[src/rtl/servo_pkg.sv]
// Constants and types shared by the servo position ramp and the PWM stage,
// so both blocks agree on frame length and position width.
package servo_pkg;

   localparam int W_POS        = 4;
   localparam int MAX_POS      = 10;
   localparam int FRAME_CYCLES = 1_000_000;

   typedef enum logic {
      IDLE,
      MOVE
   } state_t;

   // Counter width for a modulo-n count; never narrower than one bit.
   function automatic int cnt_width(input int n);
      return (n > 1) ? $clog2(n) : 1;
   endfunction

endpackage

[src/rtl/frame_timer.sv]
// Free-running servo frame counter with a registered one-clock tick on the
// last clock of every frame.
module frame_timer #(
   parameter int FRAME_CYCLES = servo_pkg::FRAME_CYCLES
) (
   input  logic clk,
   input  logic i_reset_n,
   output logic o_frame_tick
);
   import servo_pkg::*;

   localparam int             CW   = cnt_width(FRAME_CYCLES);
   localparam logic [CW-1:0]  LAST = CW'(FRAME_CYCLES - 1);

   logic [CW-1:0] r_fcnt;
   logic          r_tick;
   logic [CW-1:0] w_fcnt_next;

   assign w_fcnt_next = (r_fcnt == LAST) ? '0 : r_fcnt + 1'b1;

   // The tick is registered from the next count so it lines up with fcnt == LAST.
   always_ff @(posedge clk) begin
      if (!i_reset_n) begin
         r_fcnt <= '0;
         r_tick <= 1'b0;
      end else begin
         r_fcnt <= w_fcnt_next;
         r_tick <= (w_fcnt_next == LAST);
      end
   end

   assign o_frame_tick = r_tick;

endmodule

[src/rtl/pos_ramp.sv]
// Servo position ramp: accepts target commands and slews posT one unit per
// STEP_FRAMES frames, changing it only on the first clock of a frame.
module pos_ramp #(
   parameter int W_POS        = servo_pkg::W_POS,
   parameter int MAX_POS      = servo_pkg::MAX_POS,
   parameter int INIT_POS     = 1,
   parameter int FRAME_CYCLES = servo_pkg::FRAME_CYCLES,
   parameter int STEP_FRAMES  = 4
) (
   input  logic             clk,
   input  logic             reset,
   input  logic [W_POS-1:0] cmd_pos,
   input  logic             cmd_valid,
   output logic             cmd_ready,
   output logic [W_POS-1:0] posT,
   output logic             busy,
   output logic             frame_tick
);
   import servo_pkg::*;

   localparam int               SW    = cnt_width(STEP_FRAMES);
   localparam logic [SW-1:0]    SLAST = SW'(STEP_FRAMES - 1);
   localparam logic [W_POS-1:0] MAXP  = W_POS'(MAX_POS);
   localparam logic [W_POS-1:0] INITP = W_POS'(INIT_POS);

   state_t           r_state, r_state_next;
   logic [W_POS-1:0] r_pos, r_pos_next;
   logic [W_POS-1:0] r_target, r_target_next;
   logic [SW-1:0]    r_scnt, r_scnt_next;
   logic             r_ready, r_ready_next;
   logic             r_busy, r_busy_next;

   logic             w_tick;
   logic             w_accept;
   logic [W_POS-1:0] w_clamped;
   logic [W_POS-1:0] w_pos_step;

   frame_timer #(
      .FRAME_CYCLES(FRAME_CYCLES)
   ) u_frame_timer (
      .clk         (clk),
      .i_reset_n   (reset),
      .o_frame_tick(w_tick)
   );

   assign w_accept   = cmd_valid && r_ready;
   assign w_clamped  = (cmd_pos > MAXP) ? MAXP : cmd_pos;
   // Unsigned compare sets the direction, so posT stays between start and target.
   assign w_pos_step = (r_target > r_pos) ? r_pos + 1'b1 : r_pos - 1'b1;

   always_comb begin
      r_state_next  = r_state;
      r_pos_next    = r_pos;
      r_target_next = r_target;
      r_scnt_next   = r_scnt;
      case (r_state)
         IDLE: begin
            if (w_accept) begin
               r_target_next = w_clamped;
               r_scnt_next   = '0;
               if (w_clamped != r_pos) begin
                  r_state_next = MOVE;
               end
            end
         end
         MOVE: begin
            if (w_tick) begin
               if (r_scnt == SLAST) begin
                  r_scnt_next = '0;
                  r_pos_next  = w_pos_step;
                  if (w_pos_step == r_target) begin
                     r_state_next = IDLE;
                  end
               end else begin
                  r_scnt_next = r_scnt + 1'b1;
               end
            end
         end
      endcase
      r_ready_next = (r_state_next == IDLE);
      r_busy_next  = (r_state_next == MOVE);
   end

   always_ff @(posedge clk) begin
      if (!reset) begin
         r_state  <= IDLE;
         r_pos    <= INITP;
         r_target <= INITP;
         r_scnt   <= '0;
         r_ready  <= 1'b0;
         r_busy   <= 1'b0;
      end else begin
         r_state  <= r_state_next;
         r_pos    <= r_pos_next;
         r_target <= r_target_next;
         r_scnt   <= r_scnt_next;
         r_ready  <= r_ready_next;
         r_busy   <= r_busy_next;
      end
   end

   assign cmd_ready  = r_ready;
   assign posT       = r_pos;
   assign busy       = r_busy;
   assign frame_tick = w_tick;

endmodule

[config.mk]
export PLATFORM = sky130hd
export DESIGN_NAME = pos_ramp
export DESIGN_NICKNAME = d
export VERILOG_FILES = /design/src/rtl/servo_pkg.sv /design/src/rtl/frame_timer.sv /design/src/rtl/pos_ramp.sv
export SDC_FILE = /design/constraint.sdc
export NUM_CORES = 1
export LEC_CHECK = 0
export BUFFER_PORTS_ARGS = -buffer_cell sky130_fd_sc_hd__buf_4
export CAP_MARGIN = 30
export CORE_ASPECT_RATIO = 2
export CORE_MARGIN = 1.5
export CORE_UTILIZATION = 34
export DETAILED_ROUTE_END_ITERATION = 10
export PLACE_DENSITY = 0.56
export RECOVER_POWER = 25
export SETUP_SLACK_MARGIN = 0.1
export SYNTH_ARGS = -nofsm -noshare
export SYNTH_HDL_FRONTEND = slang
export SYNTH_SLANG_ARGS = --single-unit
[constraint.sdc]
create_clock -name clk -period 4.6 [get_ports clk]
set_input_delay 0.69 -clock clk [delete_from_list [all_inputs] [get_ports clk]]
set_output_delay 0.69 -clock clk [all_outputs]
set_load 0.05 [all_outputs]
# Yosys cells after proc, flatten, opt, wreduce, memory -nomap -nowiden
# Cells that the tools add are included.
# classes
n_reduce_logical,4
order_cmp,2
n_mux,13
n_eq_ne,7
n_addsub,4
bitwise_logic,2
# op_table
cell,count
"20-bit equality test, second input constant",2
"20-bit by 1-bit adder with 20-bit output, second input constant",1
20-bit 2-to-1 mux,1
4-bit 2-to-1 mux,2
2-bit 2-to-1 mux,3
1-bit 2-to-1 mux,5
"4-bit by 1-bit adder with 4-bit output, second input constant",1
4-bit equality test,1
4-bit greater-than comparator,1
"4-bit greater-than comparator, second input constant",1
4-bit inequality test,1
2-bit one-hot mux with 2 select lines,1
2-bit AND reduction,2
"4-bit by 1-bit subtractor with 4-bit output, second input constant",1
3-bit AND reduction,1
"2-bit by 1-bit adder with 2-bit output, second input constant",1
"2-bit equality test, second input constant",1
"2-bit by 1-bit inequality test with 1-bit output, second input constant",1
"2-bit inequality test, second input constant",1
1-bit NOT,2
1-bit one-hot mux with 2 select lines,1
1-bit logical AND,1
# totals
regBits,33
out_inout_bits,7

# Logic depth before layout (Yosys ltp)
# depth
depth_word,8
mapped_depth,12
mapped_depth_nobuf,12

# Hierarchy
# A second synthesis with hierarchy kept.
# unflattened
hier_cells,238
hier_area_um2,1964.4
# by_module_without_submodules
mod,cells_each,seq_area_each_um2,instances,area_each_um2
frame_timer,139,420.4,1,1141.1
pos_ramp,99,240.2,1,823.3

# Least setup slack after synthesis
# No wires, ideal clock.
# synth_timing
kind,reg-to-reg
start,register r_pos[1] (netlist: posT[1])
end,register r_busy (netlist: busy)
setup_ns,0.059
path_slack_ns,1.505
path_stages_with_launch,12
arrival_ns,3.036
cell_sequence,dfxtp_1 > inv_1 > ha_1 > nor2b_1 > o21ai_0 > a221o_1 > ha_1 > a21o_1 > a21oi_1 > xnor3_1 > a31oi_1 > and2_1
# synth_via
elab_chain_cells,7
word_cells_on_any_way,12
cone_classes,add/sub: 2; order compare: 1; eq/ne: 2; mux: 7
# synth_lines
element,line,source
from (decl),pos_ramp.sv:27,"logic [W_POS-1:0] r_pos, r_pos_next;"
from (signal assigned),pos_ramp.sv:94,r_pos <= r_pos_next;
4-bit by 1-bit subtractor with 4-bit output (tied with other cells),pos_ramp.sv:49,assign w_pos_step = (r_target > r_pos) ? r_pos + 1'b1 : r_pos - 1'b1;
4-bit 2-to-1 mux,pos_ramp.sv:49,
4-bit equality test,pos_ramp.sv:71,if (w_pos_step == r_target) begin
1-bit 2-to-1 mux,pos_ramp.sv:71,
1-bit 2-to-1 mux,pos_ramp.sv:68,if (r_scnt == SLAST) begin
1-bit 2-to-1 mux,pos_ramp.sv:67,if (w_tick) begin
1-bit one-hot mux with 2 select lines *,pos_ramp.sv:56,case (r_state)
to (signal assigned),pos_ramp.sv:98,r_busy <= r_busy_next;
to (decl),pos_ramp.sv:31,"logic r_busy, r_busy_next;"
# Mark *: on every way between the ends. The rest lies on a longest branch, timed or not.
# A chain may end at the register's enable or synchronous reset.

# Worst setup path after layout
# Ends and elaborated chain as after synthesis.

==> out/qor.txt <==
====================================================================================
Result of the run                                                       complete, no violations
Number of nets produced by synthesis                                             250
Final worst path period need                                                 2980 ps
Chip Width                                                              56.1 microns
Cells on worst reg2reg path                                                       11
Maximum number of pins on one net before global-route repair                      12
Main area contributors after synthesis                                  sky130_fd_sc_hd__dfxtp_1 34%, sky130_fd_sc_hd__nor2_1 7.3%, sky130_fd_sc_hd__xor2_1 6.4%
Root Driver                                                             sky130_fd_sc_hd__clkbuf_8
Final core occ                                                                 0.393
Count of maximum capacitance violations                                            0
Least-Margin Pin Slew                                                         713 ps
Kind of start point of the critical path                                        flop
Pint                                                                      0.000436 W
Critical Path Start                                                     posT[1]$_SDFFE_PN0P_
Routed wire length per instance                                         14.8 microns
FF+latch count, synth                                                             33
Worst setup path category                                               flop to flop
LEAKAGE                                                                     0.793 nW
DPL Wire Length                                                         3400 microns
Number of detailed-route iterations in the first pass                              4
Commonest register cell after synthesis                                 sky130_fd_sc_hd__dfxtp_1
Via-per-instance ratio                                                          5.34
Number of cell rows                                                               38
Max Slew Vio Count                                                                 0
Setup repair after global routing missed its margin                               no
Min-delay worst type                                                    flop to flop
Global-route wire length before repair                                  7730 microns
Power per cell area                                                      286 nW/um^2
Fin crit share                                                                 0.647
IR Drop Worst-Case VDD                                                      0.148 mV
DRC errors left                                                                    0
Gr usage total                                                                 0.164
Max Clk Rate                                                               0.336 GHz
Sum of negative setup slack                                                     0 ps
R2r startpoint                                                          posT[1]$_SDFFE_PN0P_
Part of the total power dissipated in combinational logic                      0.151
I/O pin cnt                                                                       14
Clock tree buffer depth                                                            2
Synthesized area                                                          1920 sq um
Total net switching power                                                 0.000174 W
EDFF count, synth                                                                  0
Stage delay of the slowest cell on the critical path                          460 ps
CP dominant cell by count                                               sky130_fd_sc_hd__ha_1
Skew-Pair Late Insertion Delay                                                290 ps
Count of filler cells inserted in the layout                                     580
Diodes inserted                                                                    0
Share of Yosys cell area claimed by the top area cell type                     0.345
Required time at the endpoint of the critical path                           4840 ps
Tightest slew margin relative to the limit                                     0.522
Level count of the clock H-tree                                                    2
Clk pwr share                                                                  0.362
TritonCTS clock tree                                                             yes
Routed wire length                                                      4540 microns
Critical-path cell with the highest stage delay                         sky130_fd_sc_hd__dfxtp_1
Synth-to-layout area growth                                                    11.3%
Post-synthesis sequential area ratio                                           0.345
Fin nets                                                                         263
Warning count from the yosys run                                                   0
Leading cell types in the layout, fill and taps excluded                37 x sky130_fd_sc_hd__nor2_1, 33 x sky130_fd_sc_hd__dfxtp_1, 19 x sky130_fd_sc_hd__nand2_1, 14 x sky130_fd_sc_hd__xor2_1
Sw frac                                                                        0.285
Flop-to-flop setup slack                                                     1620 ps
Gate count after technology mapping                                              234
Via count of the first global-routing pass                                     1,644
Crit path buf inv count                                                            1
Congestion Overflow GR                                                             0
Kind of cell with the highest combined delay on the critical path       compound AO/OA/AOI/OAI gates
Worst-path cell chain                                                   inv_1, ha_1, nor2b_1, o21ai_0, a221o_1, ha_1, a21o_1, a21oi_1, xnor3_1, a31oi_1, and2_1
Final setup viols                                                                  0
Total via count after detailed routing                                         1,644
Share of final-layout standard cells stronger than drive strength 1            0.109
Worst reg2reg endpoint                                                  busy$_SDFF_PN0_
Largest fanout on the critical path                                                7
DRC violation total after the first TritonRoute iteration                         44
Startpoint of the tightest hold check path                              r_scnt[1]$_SDFFE_PN0P_
Number of clock buffers inserted by TritonCTS                                      5
Reg clk slew, reported paths                                                   80 ps
Per-instance average area after synthesis                                 8.19 sq um
Final setup skew                                                             5.74 ps
Leading cell type in the layout, fill and taps excluded                 sky130_fd_sc_hd__nor2_1
Count of buffers inserted at the top-level ports                                  13
Clk sink count                                                                    33
Depth of the critical timing path with buffers and inverters included             11
Async S/R FF share, synth                                                          0
Nature of the critical path endpoint                                            flop
Number of unique standard cell types used by synthesis                            45
Core area                                                                 5420 sq um
Leading area contributor after synthesis                                sky130_fd_sc_hd__dfxtp_1
Number of antenna violations at the first check in global routing                  0
Antenna viol nets, final                                                           0
Total of cells resized after clock tree synthesis                                  0
Quantity of hold-fixing buffers added after cts                                    0
Floorplan die height                                                     109 microns
Die outline area                                                          6120 sq um
Data arrival time of the worst path                                          3220 ps
Share of power burned in registers                                             0.487
Starting utilization of the core area                                          0.353
Cell count of the worst hold path                                                  2
Number of buffers inserted to repair setup after CTS                               0
Weighted congestion at the end of routability-driven global placement          0.839
Worst min-delay path endpoint                                           r_scnt[1]$_SDFFE_PN0P_
Hold Vio Cnt, Final                                                                0
====================================================================================
-- layer usage --
metal,wire [microns],part of all wire,global-route usage
met3,152,0.033,0.0320
met1,1790,0.39,0.167
met4,169,0.037,0.0935
met2,2430,0.53,0.305
met5,0,0,0
-- flip-flops by register name (all words and copies together) (netlist names) --
name and flops:
busy 1, r_scnt 2, posT 4, u_frame_timer.o_frame_tick 1
cmd_ready 1, r_target 4, u_frame_timer.r_fcnt 20
-- how the worst max path moves through the flow --
stage,endpoint,slack (ps)
6_report,busy$_SDFF_PN0_,1620
5_1_grt,busy$_SDFF_PN0_,1410
4_1_cts,busy$_SDFF_PN0_,1630
3_5_place_dp,busy$_SDFF_PN0_,1650
3_3_place_gp,busy$_SDFF_PN0_,1750
2_1_floorplan,busy$_SDFF_PN0_,1510
-- stage by stage --
step | instances | worst slack [ps] | cell area (sq um) | hold slack, ps | power [W]
after floorplan | 234 | 1510 | 1920 | 425 | 0.000370
after global placement | 300 | 1750 | 2050 | 453 | 0.000396
after detailed placement | 300 | 1650 | 2050 | 469 | 0.000397
after CTS | 308 | 1630 | 2140 | 480 | 0.000620
after global routing | 308 | 1410 | 2130 | 508 | 0.000642
final | 308 | 1620 | 2130 | 475 | 0.000610
-- cell usage after synthesis, types with 3 or more instances --
cell type                  number
sky130_fd_sc_hd__a211oi_1       3
sky130_fd_sc_hd__a21oi_1       13
sky130_fd_sc_hd__and2_1         3
sky130_fd_sc_hd__and3_1         4
sky130_fd_sc_hd__clkbuf_1       5
sky130_fd_sc_hd__dfxtp_1       33
sky130_fd_sc_hd__ha_1           8
sky130_fd_sc_hd__inv_1          9
sky130_fd_sc_hd__nand2_1       19
sky130_fd_sc_hd__nand2b_1       4
sky130_fd_sc_hd__nand3_1       13
sky130_fd_sc_hd__nand4_1        7
sky130_fd_sc_hd__nor2_1        37
sky130_fd_sc_hd__nor3_1         4
sky130_fd_sc_hd__nor3b_1        3
sky130_fd_sc_hd__nor4_1         4
sky130_fd_sc_hd__o21ai_0        8
sky130_fd_sc_hd__or3_1          3
sky130_fd_sc_hd__xnor2_1       10
sky130_fd_sc_hd__xor2_1        14
-- power by group through the flow --
stage / logic (W) / clock network [W] / registers [W]
final: 0.0000923 / 0.000221 / 0.000297
after global routing: 0.000101 / 0.000243 / 0.000298
after CTS: 0.0000934 / 0.000230 / 0.000297
after detailed placement: 0.0000931 / 0 / 0.000304
after global placement: 0.0000923 / 0 / 0.000304
after floorplan: 0.0000625 / 0 / 0.000308
-- area by class of cell --
cell class / instances / area (sq um) / share of cell area
clock buffer: 5 / 68.8 / 0.0323
clock inverter: 3 / 17.5 / 0.00822
inverter: 9 / 33.8 / 0.0158
multi-input combinational: 184 / 1180 / 0.553
sequential: 33 / 661 / 0.310
tap: 60 / 75.1 / 0.0352
timing repair buffer: 14 / 97.6 / 0.0458
-- worst min-delay path: stages (launching register included) --
cell,delay [ps]
sky130_fd_sc_hd__dfxtp_1,320
sky130_fd_sc_hd__nand3_1,60
sky130_fd_sc_hd__a21oi_1,60
-- kinds of logic after synthesis --
logic type | after synthesis | synth area share
flops | 33 | 0.345
buf+inv | 17 | 0.0398
xor+xnor | 25 | 0.121
mux | 2 | 0.0105
compound gates | 35 | 0.120
simple gates | 113 | 0.301
fa+ha+maj | 9 | 0.0627
Note: power is estimated with default switching activity, not from simulation.
